<file path="config.mk">
export PLATFORM = sky130hd
export DESIGN_NAME = arb_muxn_flat
export DESIGN_NICKNAME = d
export VERILOG_FILES = /design/src/rtl/arb_muxn_pkg.sv /design/src/rtl/arb_muxn_if.sv /design/src/rtl/arb_muxn_rr_pick.sv /design/src/rtl/arb_muxn.sv /design/src/flat_wrapper.sv
export SDC_FILE = /design/constraint.sdc
export NUM_CORES = 1
export LEC_CHECK = 0
export BUFFER_PORTS_ARGS = -buffer_cell sky130_fd_sc_hd__buf_2
export CAP_MARGIN = 10
export CORE_UTILIZATION = 46
export DETAILED_ROUTE_END_ITERATION = 10
export HOLD_SLACK_MARGIN = 0.06
export PLACE_DENSITY_LB_ADDON = 0.3
export SYNTH_ARGS = -nofsm -noshare
export SYNTH_HDL_FRONTEND = slang
export SYNTH_HIERARCHICAL = 1
export SYNTH_SLANG_ARGS = --single-unit
</file>
<file path="constraint.sdc">
create_clock -name clk -period 5.5 [get_ports clk]
set_input_delay 0.825 -clock clk [delete_from_list [all_inputs] [get_ports clk]]
set_output_delay 0.825 -clock clk [all_outputs]
set_load 0.02 [all_outputs]
</file>
<file path="src/rtl/arb_muxn_pkg.sv">
// arb_pkg: shared mode constants and round-robin pointer wrap for arb_muxn
package arb_pkg;
  localparam logic MODE_FIXED = 1'b0;
  localparam logic MODE_RR = 1'b1;
  function automatic int ptr_inc(input int g, input int n);
    return (g == n - 1) ? 0 : g + 1;
  endfunction
endpackage

</file>
<file path="src/rtl/arb_muxn_if.sv">
// arb_muxn_if: producer/consumer handshake bundle for the N-channel word mux
interface arb_muxn_if #(parameter int WORD_SIZE = 16, parameter int N = 4);
  localparam int SEL_W = $clog2(N);
  logic [N*WORD_SIZE-1:0] d;
  logic [N-1:0] d_valid;
  logic [N-1:0] d_ready;
  logic mode;
  logic [SEL_W-1:0] s;
  logic [WORD_SIZE-1:0] y;
  logic y_valid;
  logic y_ready;
  logic [SEL_W-1:0] y_src;
  modport master(output d, d_valid, mode, s, y_ready, input d_ready, y, y_valid, y_src);
  modport slave(input d, d_valid, mode, s, y_ready, output d_ready, y, y_valid, y_src);
endinterface

</file>
<file path="src/rtl/arb_muxn_rr_pick.sv">
// rr_pick: round-robin one-hot pick via rotate, lowest-set-bit, un-rotate
module rr_pick #(
  parameter int N = 4,
  localparam int SEL_W = $clog2(N)
) (
  input  logic [N-1:0]     req,
  input  logic [SEL_W-1:0] ptr,
  output logic [N-1:0]     gnt,
  output logic [SEL_W-1:0] gnt_idx,
  output logic             any
);
  logic [2*N-1:0] rot_w, unrot_w;
  logic [N-1:0] rot, pick;
  always_comb begin
    rot_w = {req, req} >> ptr;
    rot = rot_w[N-1:0];
    pick = rot & -rot;
    unrot_w = {pick, pick} << ptr;
    gnt = unrot_w[2*N-1:N];
    any = |req;
    gnt_idx = '0;
    for (int i = 0; i < N; i++) gnt_idx = gnt[i] ? SEL_W'(i) : gnt_idx;
  end
endmodule

</file>
<file path="src/rtl/arb_muxn.sv">
// arb_muxn: registered N-channel word mux with fixed-select and round-robin modes
module arb_muxn
  import arb_pkg::*;
#(
  parameter int WORD_SIZE = 16,
  parameter int N = 4,
  localparam int SEL_W = $clog2(N)
) (
  input logic clk,
  input logic reset,
  arb_muxn_if.slave bus
);
  logic [WORD_SIZE-1:0] y_q, y_d;
  logic [SEL_W-1:0] src_q, src_d, ptr_q, ptr_d, rr_idx, g;
  logic vld_q, vld_d, rr_any, any, load_en, xfer;
  logic [N-1:0] rr_gnt, fx_gnt, gnt;
  logic [N-1:0][WORD_SIZE-1:0] words;
  rr_pick #(.N(N)) u_pick (
    .req(bus.d_valid),
    .ptr(ptr_q),
    .gnt(rr_gnt),
    .gnt_idx(rr_idx),
    .any(rr_any)
  );
  always_comb begin
    words = bus.d;
    fx_gnt = '0;
    for (int i = 0; i < N; i++) fx_gnt[i] = (bus.s == SEL_W'(i)) && bus.d_valid[i];
    gnt = (bus.mode == MODE_RR) ? rr_gnt : fx_gnt;
    any = (bus.mode == MODE_RR) ? rr_any : |fx_gnt;
    g = (bus.mode == MODE_RR) ? rr_idx : bus.s;
    load_en = !vld_q || bus.y_ready;
    xfer = load_en && any;
    y_d = xfer ? words[g] : y_q;
    src_d = xfer ? g : src_q;
    vld_d = load_en ? xfer : vld_q;
    ptr_d = (xfer && bus.mode == MODE_RR) ? SEL_W'(ptr_inc(int'(g), N)) : ptr_q;
    bus.d_ready = (load_en && !reset) ? gnt : '0;
  end
  always_ff @(posedge clk)
    if (reset) begin
      y_q <= '0;
      src_q <= '0;
      vld_q <= 1'b0;
      ptr_q <= '0;
    end else begin
      y_q <= y_d;
      src_q <= src_d;
      vld_q <= vld_d;
      ptr_q <= ptr_d;
    end
  assign bus.y = y_q;
  assign bus.y_src = src_q;
  assign bus.y_valid = vld_q;
endmodule

</file>
<file path="src/flat_wrapper.sv">
// flat-port wrapper written by rule: the top's interface ports become plain ports
module arb_muxn_flat import arb_pkg::*;
#(
  parameter int WORD_SIZE = 16,
  parameter int N = 4,
  localparam int SEL_W = $clog2(N)
)
  (clk, reset, bus_d, bus_d_valid, bus_mode, bus_s, bus_y_ready, bus_d_ready, bus_y, bus_y_valid, bus_y_src);
  arb_muxn_if #(.WORD_SIZE(WORD_SIZE), .N(N)) bus_i ();
  input logic clk;
  input logic reset;
  input wire logic [$bits(bus_i.d)-1:0] bus_d;
  input wire logic [$bits(bus_i.d_valid)-1:0] bus_d_valid;
  input wire logic [$bits(bus_i.mode)-1:0] bus_mode;
  input wire logic [$bits(bus_i.s)-1:0] bus_s;
  input wire logic [$bits(bus_i.y_ready)-1:0] bus_y_ready;
  output wire logic [$bits(bus_i.d_ready)-1:0] bus_d_ready;
  output wire logic [$bits(bus_i.y)-1:0] bus_y;
  output wire logic [$bits(bus_i.y_valid)-1:0] bus_y_valid;
  output wire logic [$bits(bus_i.y_src)-1:0] bus_y_src;
  assign bus_i.d = bus_d;
  assign bus_i.d_valid = bus_d_valid;
  assign bus_i.mode = bus_mode;
  assign bus_i.s = bus_s;
  assign bus_i.y_ready = bus_y_ready;
  assign bus_d_ready = bus_i.d_ready;
  assign bus_y = bus_i.y;
  assign bus_y_valid = bus_i.y_valid;
  assign bus_y_src = bus_i.y_src;
  arb_muxn #(.WORD_SIZE(WORD_SIZE), .N(N)) u_core (.clk(clk), .reset(reset), .bus(bus_i));
endmodule
</file>
Word level (Yosys, flattened, before mapping)
Cells that the tools add are included.
{ "word_totals": {"input_bits": 74, "wordCells": 37, "ff_bits": 21} }
{ "classes": {"shifts": 2, "n_addsub": 2, "n_lt_le_gt_ge": 1, "muxes": 10, "n_bitwise": 1, "reduce_logical": 13, "eq_ne": 4} }
{ "op_table": {"columns": ["op", "n"], "rows": [
  ["$bmux W16 S2", 1],
  ["$mux W16", 1],
  ["$mux W2", 4],
  ["$mux W4", 2],
  ["$reduce_or A4 Y1", 2],
  ["$shl A8 B2 Y8", 1],
  ["$shr A8 B2 Y4", 1],
  ["$logic_and A1 B1 Y1", 7],
  ["$and A4 B4 Y4", 1],
  ["$eq A2 B1 Y1 const B", 2],
  ["$eq A2 B2 Y1 const B", 2],
  ["$neg A4 Y4", 1],
  ["$lt A2 B3 Y1 const B", 1],
  ["$add A2 B1 Y2 const B", 1],
  ["$logic_not A1 Y1", 2],
  ["$logic_not A2 Y1", 1],
  ["$mux W1", 2],
  ["$logic_or A1 B1 Y1", 1]
]} }

Longest topological paths before layout
Gate-level depths: netlist of the first run.
{ "logic_depth": {"word_depth": 10, "ltp_mapped": 8} }

Cells and area by module
Netlist of the first run, hierarchy kept.
{ "by_module_without_submodules": {"columns": ["mod", "seq_area_each_um2", "cells_per_inst", "area_per_inst_um2", "n_inst"], "rows": [
  ["arb_muxn", 420.4, 94, 1268.7, 1],
  ["rr_pick", 0.0, 34, 225.2, 1]
]} }

Worst setup path after synthesis of the first run
Ideal clock, no wire load.
{ "synth_path": {"path_kind": "input -> register", "start": "input port bus_d_valid[2]", "end": "register u_core.y_q[0] (netlist: u_core/bus.y[0])", "path_slack_ns": 2.772, "setup_time_ns": 0.117, "cell_stages": 8, "t_arrival_ns": 2.611, "cell_sequence": "buf_2 inv_1 o32ai_1 nor2_1 a21oi_4 buf_6 mux4_2 a22o_1"} }
{ "synth_via": {"elab_chain_cells": 10, "word_cells_on_any_way": 15} }
{ "synth_rtl": {"columns": ["element", "line", "rtl"], "rows": [
  ["start, declared", "flat_wrapper.sv:13", "input wire logic [$bits(bus_i.d_valid)-1:0] bus_d_valid;"],
  ["$shr A8 B2 Y4 *", "arb_muxn_rr_pick.sv:15", "rot_w = {req, req} >> ptr;"],
  ["$neg A4 Y4", "arb_muxn_rr_pick.sv:17", "pick = rot & -rot;"],
  ["$and A4 B4 Y4 *", "arb_muxn_rr_pick.sv:17", null],
  ["$shl A8 B2 Y8 *", "arb_muxn_rr_pick.sv:18", "unrot_w = {pick, pick} << ptr;"],
  ["$mux W1", "arb_muxn_rr_pick.sv:22", "for (int i = 0; i < N; i++) gnt_idx = gnt[i] ? SEL_W'(i) : gnt_idx;"],
  ["$mux W2", "arb_muxn_rr_pick.sv:22", null],
  ["$mux W2 *", "arb_muxn_rr_pick.sv:22", null],
  ["named net u_core.rr_idx[0]", "arb_muxn.sv:14", "logic [SEL_W-1:0] src_q, src_d, ptr_q, ptr_d, rr_idx, g;"],
  ["$mux W2 *", "arb_muxn.sv:31", "g = (bus.mode == MODE_RR) ? rr_idx : bus.s;"],
  ["$bmux W16 S2 *", "arb_muxn.sv:34", "y_d = xfer ? words[g] : y_q;"],
  ["$mux W16 (implied by the code) *", "arb_muxn.sv:34", null],
  ["end signal, assigned", "arb_muxn.sv:47", "y_q <= y_d;"],
  ["end, declared", "arb_muxn.sv:13", "logic [WORD_SIZE-1:0] y_q, y_d;"]
]} }
Mark *: on every way through the listed nets, which the timed path passes. The rest lies on a longest branch. The select of a mux whose other input is x is not followed.
A chain may end at the register's enable or synchronous reset.

Worst setup path after layout of the first run
{ "layout_path": {"start": "input port bus_d_valid[2]", "end": "register u_core.y_q[2] (netlist: u_core/bus.y[2])"} }
Same word-level chain as after synthesis.

==> impl_metrics.toml, run 1 <==
[run_status]
outcome = "complete, no violations"

[detailed_routing]
dr.pass1.iters = 4
dr_wl_met2_mm = 2.21
vias_per_cell = 5.75
vias = 1495
met1_length_mm = 1.59
drtAntennaViolNets = 0
avgRoutedWirePerCell_um = 16.0
routed.top_layer = "met4"
wl_mm = 4.15
drc = 0
met3_wirelength_um = 240
drt_iter0_drc = 83

[synthesis]
synth_ff_type = "dfxtp_1"
synth_cells = 128
ys_seq_area_frac = 0.281
synth.distinct_cells = 38
syn_nets = 202
ys.warnings.count = 6
async_reset_ff_frac = 0
synth_area_per_cell_um2 = 11.7
synth-edff-count = 0
ys_ff_latch = 21
synth_area_mm2 = 0.00149

[place]
placement.cell_area_mm2 = 0.00192
portBuffers = 96
dpl.cell_count = 256
dp_hpwl_mm = 3.20
gp_congestion = 0.809

[worst_setup_path]
cp.required_ns = 5.71
cp-start-kind = "primary input"
slowest_stage = "a21oi_4"
path_cells = "buf_2 -> inv_1 -> o32ai_1 -> nor2_1 -> a21oi_4 -> mux4_2 -> a22o_1"
slowest_delay_ns = 0.66
critPathKind = "in -> reg"
critPathCaptureType = "register"
startpoint = "bus_d_valid[2]"
r2r-start = "u_core/ptr_q[1]"
crit_fanout = 18
crit_arrival_ns = 3.02

[global_routing]
grt_pass1_wl_mm = 6.27
grt_pass1_vias = 1446
track_usage = 0.240
overflow = 0
antenna_found_initial = 0
grt_max_degree = 19

[floorplan]
die_h_um = 59.0
start_util = 0.485
die_width_um = 59.0
core_area_mm2 = 0.00308
row_count = 20
io_pins = 97
die-area_mm2 = 0.00348

[sta]
layout_min_cycle_time_ns = 2.80
slew_headroom = 0.460
hold_violations = 0
skew_ns = 0.00606
rsz0062_at_grt = "false"
setup_violations = 0
tightest_slew_ns = 0.808
fmax_mhz = 357
finalMaxSlewViolations = 0
final.setup.tns_ns = 0
timing.final.crit_share = 0.510

[cells_and_area]
diodes = 0
fin_nets = 291
final_cells = 260
stdcell_area_mm2 = 0.00195
drive_gt1_frac = 0.593
num-fill-cells = 277
area_growth_pct = 30.2

[clocking]
cts_tree = "built"
cts_root_buf = "clkbuf_4"
clockBufferDepth = 2
insertion_delay_ns = 0.30
cts_sinks = 21
cts.repair.resized = 0
clk_pin_slew_ns = 0.12
htreeDepth = 1
numCtsBuffers = 3
cts_hold_buf = 0
cts_setup_buffers = 0

[pwr]
power_density_mw_per_mm2 = 226
vdd_ir_drop_max_mv = 0.0828
p_leak_nw = 0.931

[worst_hold_path]
min_from = "u_core/bus.y[2]"
hold_class = "reg -> reg"

[job]
drv_cap = 0
## final timing paths
path | cells past startpoint | end | slack, ns
min reg2reg | 1 | u_core/bus.y[2] | 0.49
min | 1 | u_core/bus.y[2] | 0.49
max | 7 | u_core/bus.y[2] | 2.70
max reg2reg | 6 | u_core/bus.y[2] | 2.89
## synth_stat cells, types with 2 or more instances
library cell	instances	area, um^2
dfxtp_1	21	420
a211oi_1	2	15.0
inv_1	3	11.3
mux2i_1	3	30.0
mux4_2	16	360
nand2b_1	2	12.5
a311oi_1	2	17.5
nand2_1	3	11.3
buf_2	2	10.0
clkbuf_1	2	7.51
a22o_1	16	140
nor2_1	11	41.3
a221oi_2	2	30.0
buf_6	9	101
o21a_1	2	15.0
a32oi_1	4	35.0
a21oi_1	7	35.0
## worst max-delay path: cells and delay by family
family / cells / cell delay [ns]
buf+inv: 2 / 0.27
compound gates: 3 / 1.18
simple gates: 1 / 0.13
mux: 1 / 0.60
## cells in the final DEF (no fill, tap or decap), drive strengths merged, types with 2 or more instances in the layout
master  instances
a32oi           4
nand2           3
a221oi          3
nand2b          3
a21oi           9
nor2b           2
buf            97
dfxtp          21
inv             4
nor2           11
o21a            2
clkbuf          3
mux4           16
a311oi          2
a211oi          2
mux2i           4
a22o           16
## layout make-up
type / count / area (um^2) / area share
timing repair buffer: 97 / 488 / 0.251
sequential: 21 / 420 / 0.216
inverter: 4 / 15.0 / 0.00772
multi-input combinational: 90 / 940 / 0.483
clock buffer: 3 / 22.5 / 0.0116
clock inverter: 1 / 5.00 / 0.00257
tap: 44 / 55.1 / 0.0283
## state kept, by name, indices dropped and copies added, names as in the netlist
register,count
u_core/bus.y,16
u_core/bus.y_src,2
u_core/ptr_q,2
u_core/bus.y_valid,1
## report_power, final
group / internal [mW] / leakage (nW) / switching [mW]
Clock: 0.0271 / 0.0177 / 0.0473
Sequential: 0.171 / 0.174 / 0.0138
Combinational: 0.0901 / 0.739 / 0.0905
## per-stage QoR
stage / power [mW] / setup WS [ns] / utilization / hold slack, ns
final: 0.440 / 2.70 / 0.632 / 0.488
after global routing: 0.464 / 2.51 / 0.632 / 0.506
after CTS: 0.441 / 2.68 / 0.632 / 0.489
after detailed placement: 0.368 / 2.35 / 0.623 / 0.460
after global placement: 0.360 / 2.44 / 0.623 / 0.455
after floorplan: 0.317 / 2.77 / - / 0.498
## logic make-up after synthesis
group,Yosys count,synth area share
muxes,20,0.271
and+or+nand+nor,23,0.0938
xor gates and xnor gates,1,0.00586
DFF,21,0.281
AOI/OAI and AO/OA,46,0.259
buffers and inverters,17,0.0896
## layer usage
| metal | up-vias | global-route usage |
|---|---|---|
| met5 | - | 0 |
| met4 | 0 | 0.129 |
| met3 | 10 | 0.0262 |
| met2 | 75 | 0.430 |
| met1 | 718 | 0.279 |
| li1 | 692 | - |
Note: power is estimated with default switching activity, not from simulation.
==> inputs of run 2 (changes only) <==
--- a/config.mk
+++ b/config.mk
@@ -5,9 +5,10 @@
 export SDC_FILE = /design/constraint.sdc
 export NUM_CORES = 1
 export LEC_CHECK = 0
+export ABC_AREA = 1
 export BUFFER_PORTS_ARGS = -buffer_cell sky130_fd_sc_hd__buf_2
 export CAP_MARGIN = 10
-export CORE_UTILIZATION = 46
+export CORE_UTILIZATION = 43
 export DETAILED_ROUTE_END_ITERATION = 10
 export HOLD_SLACK_MARGIN = 0.06
 export PLACE_DENSITY_LB_ADDON = 0.3
==> constraint.sdc (replaced) <==
create_clock -name clk -period 2.5 [get_ports clk]
set_input_delay 0.375 -clock clk [delete_from_list [all_inputs] [get_ports clk]]
set_output_delay 0.375 -clock clk [all_outputs]
set_load 0.02 [all_outputs]
==> run 2 against run 1 <==
  * Register-to-register slack worse by 2.6 ns
  * Non-clock buffer count up 4
  * Critical path depth up 6
  * Final area up 33%
==> impl_metrics.toml, run 2 <==
[run_status]
outcome = "complete, no violations"

[synthesis]
syn_nets = 423
ys.warnings.count = 6
synth_area_mm2 = 0.00204
synth.distinct_cells = 24
synth_area_leader_cell = "dfxtp_1"
synth-edff-count = 0
synth_top_area_frac = 0.206
yosysMostFrequentCell = "nand2_1"
synth_ff_type = "dfxtp_1"
async_reset_ff_frac = 0
ys_seq_area_frac = 0.206
yosys-top-cells-area = "dfxtp_1, nand2_1, inv_1, o211ai_2, nor2_1"
synth_top_cells_by_count = "nand2_1, inv_1, nor2_1, nand2_2"
ys_ff_latch = 21
synth_area_per_cell_um2 = 5.84
synth_cells = 349

[cells_and_area]
final_cell_mix = "buf_2, nand2_1, inv_1"
area_growth_pct = 26.6
fin_nets = 513
drive_gt1_frac = 0.354
largest_reg_flops = 16
layout_commonest_cell = "buf_2"
diodes = 0
num-fill-cells = 470

[global_routing]
gr-max-usage-layer = "met2"
use_met1 = 0.272
grt_pass1_wl_mm = 8.17
antenna_found_initial = 0
grt_max_degree = 37
track_usage = 0.197
overflow = 0
use_met2 = 0.333
grt_pass1_vias = 1908
met3_usage = 0.0171

[pwr]
vdd_ir_drop_max_mv = 0.217
p_clk_frac = 0.151
combinationalPowerShare = 0.557
power_density_mw_per_mm2 = 561
p_leak_nw = 1.54
seqPwrFrac = 0.292
p_sw_frac = 0.440
p_int_mw = 0.810
power_mw = 1.45
switchingPower_mw = 0.638

[detailed_routing]
drtAntennaViolNets = 0
avgRoutedWirePerCell_um = 9.83
vias_per_cell = 4.65
drc = 0
drt_iter0_drc = 138
dr.pass1.iters = 6
vias = 2277
wl_mm = 4.82

[worst_setup_path]
rr_worst_depth = 18
critPathKind = "reg -> out"
critPathCaptureType = "output port"
cp.required_ns = 2.12
crit_family = "simple AND/OR/NAND/NOR gates"
path_cells = "inv_6 -> nand2_2 -> nand3_2 -> nand2_4 -> nand2_2 -> nor2_2 -> nand2_1 -> nand3_1 -> nand2_1 -> inv_1 -> nor2_1 -> nor3_1 -> buf_2"
worstSetupPathDepth = 13
crit_fanout = 11
crit_arrival_ns = 1.93
critPathBufInv = 3
slowest_delay_ns = 0.47
slowest_stage = "dfxtp_2"
cp-start-kind = "register"

[floorplan]
start_util = 0.459
die_width_um = 70.8
core_area_mm2 = 0.00444
die_h_um = 70.8
die-area_mm2 = 0.00502
io_pins = 97
row_count = 24

[sta]
tightest_slew_ns = 0.656
slew_headroom = 0.562
final.setup.tns_ns = 0
setup_violations = 0
layout_min_cycle_time_ns = 2.30
hold_violations = 0
skew_ns = 0.00307
timing.final.crit_share = 0.921
fmax_mhz = 434
hold_ws_ns = 0.323
finalMaxSlewViolations = 0
rsz0062_at_grt = "false"

[place]
portBuffers = 96
dp_hpwl_mm = 3.86
gp_congestion = 0.886

[clocking]
insertion_delay_ns = 0.26
cts.repair.resized = 1
cts_tree = "built"
cts_setup_buffers = 0
clockBufferDepth = 2
numCtsBuffers = 3
cts_hold_buf = 0
cts_root_buf = "clkbuf_8"
clk_pin_slew_ns = 0.08
cts_sinks = 21
htreeDepth = 1

[worst_hold_path]
hold_class = "in -> reg"
hold_depth = 2

[job]
drv_cap = 0
==> run 2: path summary, 6_finish.rpt <==
kind,from,to,slack (ns)
max reg2reg,u_core/ptr_q[0],u_core/bus.y[5],0.29
max,u_core/ptr_q[0],bus_d_ready[2],0.20
min,reset,u_core/ptr_q[1],0.32
min reg2reg,u_core/bus.y_src[1],u_core/bus.y_src[1],0.51
==> run 2: cell families (layout without fill, tap and decap cells) <==
logic type      Yosys count  count (layout)  synth area share
buf+inv                  85             174             0.192
compound gates           58              58             0.201
simple gates            185             185             0.401
flops                    21              21             0.206
==> run 2: per-layer routing <==
metal  part of all wire  up-vias
met1               0.48      943
met4              0.013        0
li1                   -     1248
met2               0.47       80
met5                  0        -
met3              0.042        6
==> run 2: cell type report <==
cell class              instances  area, um^2  share of cell area
multi-input cells             243        1230               0.476
clock inverters                 1        5.00             0.00194
clock buffers                   3        41.3              0.0160
well taps                      52        65.1              0.0252
repair buffers                101         556               0.215
inverters                      69         264               0.102
flip-flops and latches         21         423               0.164
==> run 2: power by group through the flow <==
| stage | combinational [mW] | clock, mW | sequential [mW] |
|---|---|---|---|
| 2_1_floorplan | 0.559 | 0 | 0.479 |
| 3_5_place_dp | 0.809 | 0 | 0.431 |
| 4_1_cts | 0.812 | 0.228 | 0.424 |
| 6_report | 0.806 | 0.219 | 0.423 |
| 5_1_grt | 0.910 | 0.248 | 0.433 |
| 3_3_place_gp | 0.795 | 0 | 0.429 |
==> run 2: worst reg2reg max path, stage by stage, from the launching register on <==
cell and delay (ns):
dfxtp_2 0.47, inv_6 0.08, nand2_2 0.08, nand3_2 0.08, nand2_4 0.11, nand2_2 0.05, nor2_2 0.12, nand2_1 0.08
nand3_1 0.08, nand2_1 0.07, nand2_1 0.06, nand2_1 0.05, nand2_2 0.14, buf_4 0.21, a21oi_1 0.08, o21ai_0 0.09
nand2_1 0.09, nor2_1 0.10, nor2_1 0.07
==> run 2: through the flow <==
step	cells	worst slack, ns	instance area [um^2]	util
floorplan	349	0.487	2040	-
finish	490	0.198	2580	0.581
detailed placement	486	0.126	2530	0.570
CTS	490	0.108	2580	0.581
global route	490	0.0220	2580	0.581
global placement	486	0.228	2530	0.570
==> inputs of run 3 (changes only) <==
--- a/config.mk
+++ b/config.mk
@@ -5,10 +5,9 @@
 export SDC_FILE = /design/constraint.sdc
 export NUM_CORES = 1
 export LEC_CHECK = 0
-export ABC_AREA = 1
 export BUFFER_PORTS_ARGS = -buffer_cell sky130_fd_sc_hd__buf_2
 export CAP_MARGIN = 10
-export CORE_UTILIZATION = 43
+export CORE_UTILIZATION = 38
 export DETAILED_ROUTE_END_ITERATION = 10
 export HOLD_SLACK_MARGIN = 0.06
 export PLACE_DENSITY_LB_ADDON = 0.3
@@ -16,3 +15,4 @@
 export SYNTH_HDL_FRONTEND = slang
 export SYNTH_HIERARCHICAL = 1
 export SYNTH_SLANG_ARGS = --single-unit
+export TNS_END_PERCENT = 20
==> run 3 against run 2 <==
  * Sequential power shrank 4%
  * Flip-flop and latch count unchanged
  * First-iteration DRC count down 70%
  * Non-clock buffer count decreased by 1
  * Via count fell by 36%
  * Final area down 22%
  * Largest power group unchanged
  * Critical path type is now reg -> reg
  * Power is 29% lower
  * Final cell count is 46% lower
  * Largest cell class unchanged
==> impl_metrics.toml, run 3 (synthesis gave the netlist of run 1 again) <==
[pwr]
p_sw_frac = 0.326
combinationalPowerShare = 0.394
vdd_ir_drop_max_mv = 0.279
switchingPower_mw = 0.336
p_clk_frac = 0.214
power_density_mw_per_mm2 = 515
p_leak_nw = 0.958
p_int_mw = 0.696
seqPwrFrac = 0.392

[floorplan]
die-area_mm2 = 0.00419
die_h_um = 64.7
core_area_mm2 = 0.00372
die_width_um = 64.7
io_pins = 97
start_util = 0.402
row_count = 22

[cells_and_area]
drive_gt1_frac = 0.598
num-fill-cells = 362
area_growth_pct = 34.2
largest_reg_flops = 16
stdcell_area_mm2 = 0.00200
final_cell_mix = "buf_2, dfxtp_1, mux4_2, a22o_1, nor2_1"
layout_commonest_cell = "buf_2"
diodes = 0
fin_nets = 294

[worst_hold_path]
hold_class = "in -> reg"

[worst_setup_path]
critPathCaptureType = "register"
crit_fanout = 18
cp-start-kind = "register"
cp.required_ns = 2.66
critPathKind = "reg -> reg"
slowest_delay_ns = 0.59
crit_arrival_ns = 2.37
slowest_stage = "dfxtp_1"
path_cells = "mux2i_1 -> o32ai_1 -> nor2_1 -> a21oi_4 -> buf_12 -> mux4_2 -> a22o_1"

[global_routing]
grt_pass1_wl_mm = 6.06
track_usage = 0.184
antenna_found_initial = 0
grt_max_degree = 19
overflow = 0
grt_pass1_vias = 1302

[clocking]
cts_root_buf = "clkbuf_8"
clockBufferDepth = 2
cts_hold_buf = 0
cts_tree = "built"
insertion_delay_ns = 0.26
cts_setup_buffers = 0
cts.repair.resized = 0
numCtsBuffers = 3
cts_sinks = 21
htreeDepth = 1
clk_pin_slew_ns = 0.08

[run_status]
outcome = "complete, no violations"

[sta]
finalMaxSlewViolations = 0
tightest_slew_ns = 0.723
final.setup.tns_ns = 0
slew_headroom = 0.518
layout_min_cycle_time_ns = 2.21
rsz0062_at_grt = "false"
hold_ws_ns = 0.410
fin_ws_ns = 0.289
fmax_mhz = 452
setup_violations = 0
timing.final.crit_share = 0.885
hold_violations = 0
skew_ns = 0.00435

[detailed_routing]
drt_iter0_drc = 42
dr.pass1.iters = 4
wl_mm = 3.74
drtAntennaViolNets = 0
vias_per_cell = 5.42
avgRoutedWirePerCell_um = 14.0
vias = 1446
drc = 0

[place]
placement.cell_area_mm2 = 0.00196
gp_congestion = 0.850
portBuffers = 96
dp_hpwl_mm = 2.89
pre_cts_ws_ns = 0.219

[job]
drv_cap = 0
-- run 3: cell types whose count changed in the layout (fill, tap and decap cells not counted), moves of 16 or more --
cell,previous run,this run
a22o_1,0,16
nand3_1,16,0
inv_1,65,3
nor2_1,43,11
o21ai_0,20,0
nand2_2,23,0
nand2_1,92,3
mux4_2,0,16
-- run 3: through the flow --
| step | total power [mW] | cells | utilization |
|---|---|---|---|
| final | 1.03 | 267 | 0.539 |
| after global routing | 1.09 | 267 | 0.539 |
| after CTS | 1.04 | 267 | 0.539 |
| after detailed placement | 0.821 | 263 | 0.527 |
| after global placement | 0.815 | 263 | 0.527 |
| after floorplan | 0.698 | 128 | - |
-- run 3: power groups by stage --
stage | registers, mW | clock network (mW) | logic, mW
6_report | 0.405 | 0.220 | 0.407
5_1_grt | 0.411 | 0.242 | 0.440
4_1_cts | 0.405 | 0.227 | 0.411
3_5_place_dp | 0.412 | 0 | 0.409
3_3_place_gp | 0.412 | 0 | 0.403
2_1_floorplan | 0.451 | 0 | 0.246
-- run 3: layout make-up --
type | instances | area, um^2 | area share
clock buffer | 3 | 41.3 | 0.0206
clock inverter | 1 | 5.00 | 0.00250
inverter | 4 | 15.0 | 0.00749
multi-input combinational | 90 | 940 | 0.469
sequential | 21 | 420 | 0.210
tap | 48 | 60.1 | 0.0300
timing repair buffer | 100 | 523 | 0.261
-- run 3: layer usage --
metal  up-vias  track usage  share of wire
met5         -            0              0
met2        68        0.310           0.48
met1       674        0.235           0.43
li1        698            -              -
met3         6       0.0335          0.074
met4         0       0.0583          0.020
-- run 3: worst paths after layout --
path / startpoint / endpoint / slack [ns] / cells after the start
worst max register to register: u_core/ptr_q[1] / u_core/bus.y[2] / 0.29 / 7
worst min register to register: u_core/bus.y[9] / u_core/bus.y[9] / 0.47 / 1
worst min-delay path: reset / u_core/bus.y_src[1] / 0.41 / 2
worst max-delay path: u_core/ptr_q[1] / u_core/bus.y[2] / 0.29 / 7
-- run 3: critical path, delay by kind of cell, from the launching register on --
kind            cells  cell delay [ns]
mux                 2             0.65
simple gates        1             0.13
flops               1             0.59
buf+inv             1             0.19
compound gates      3             0.54
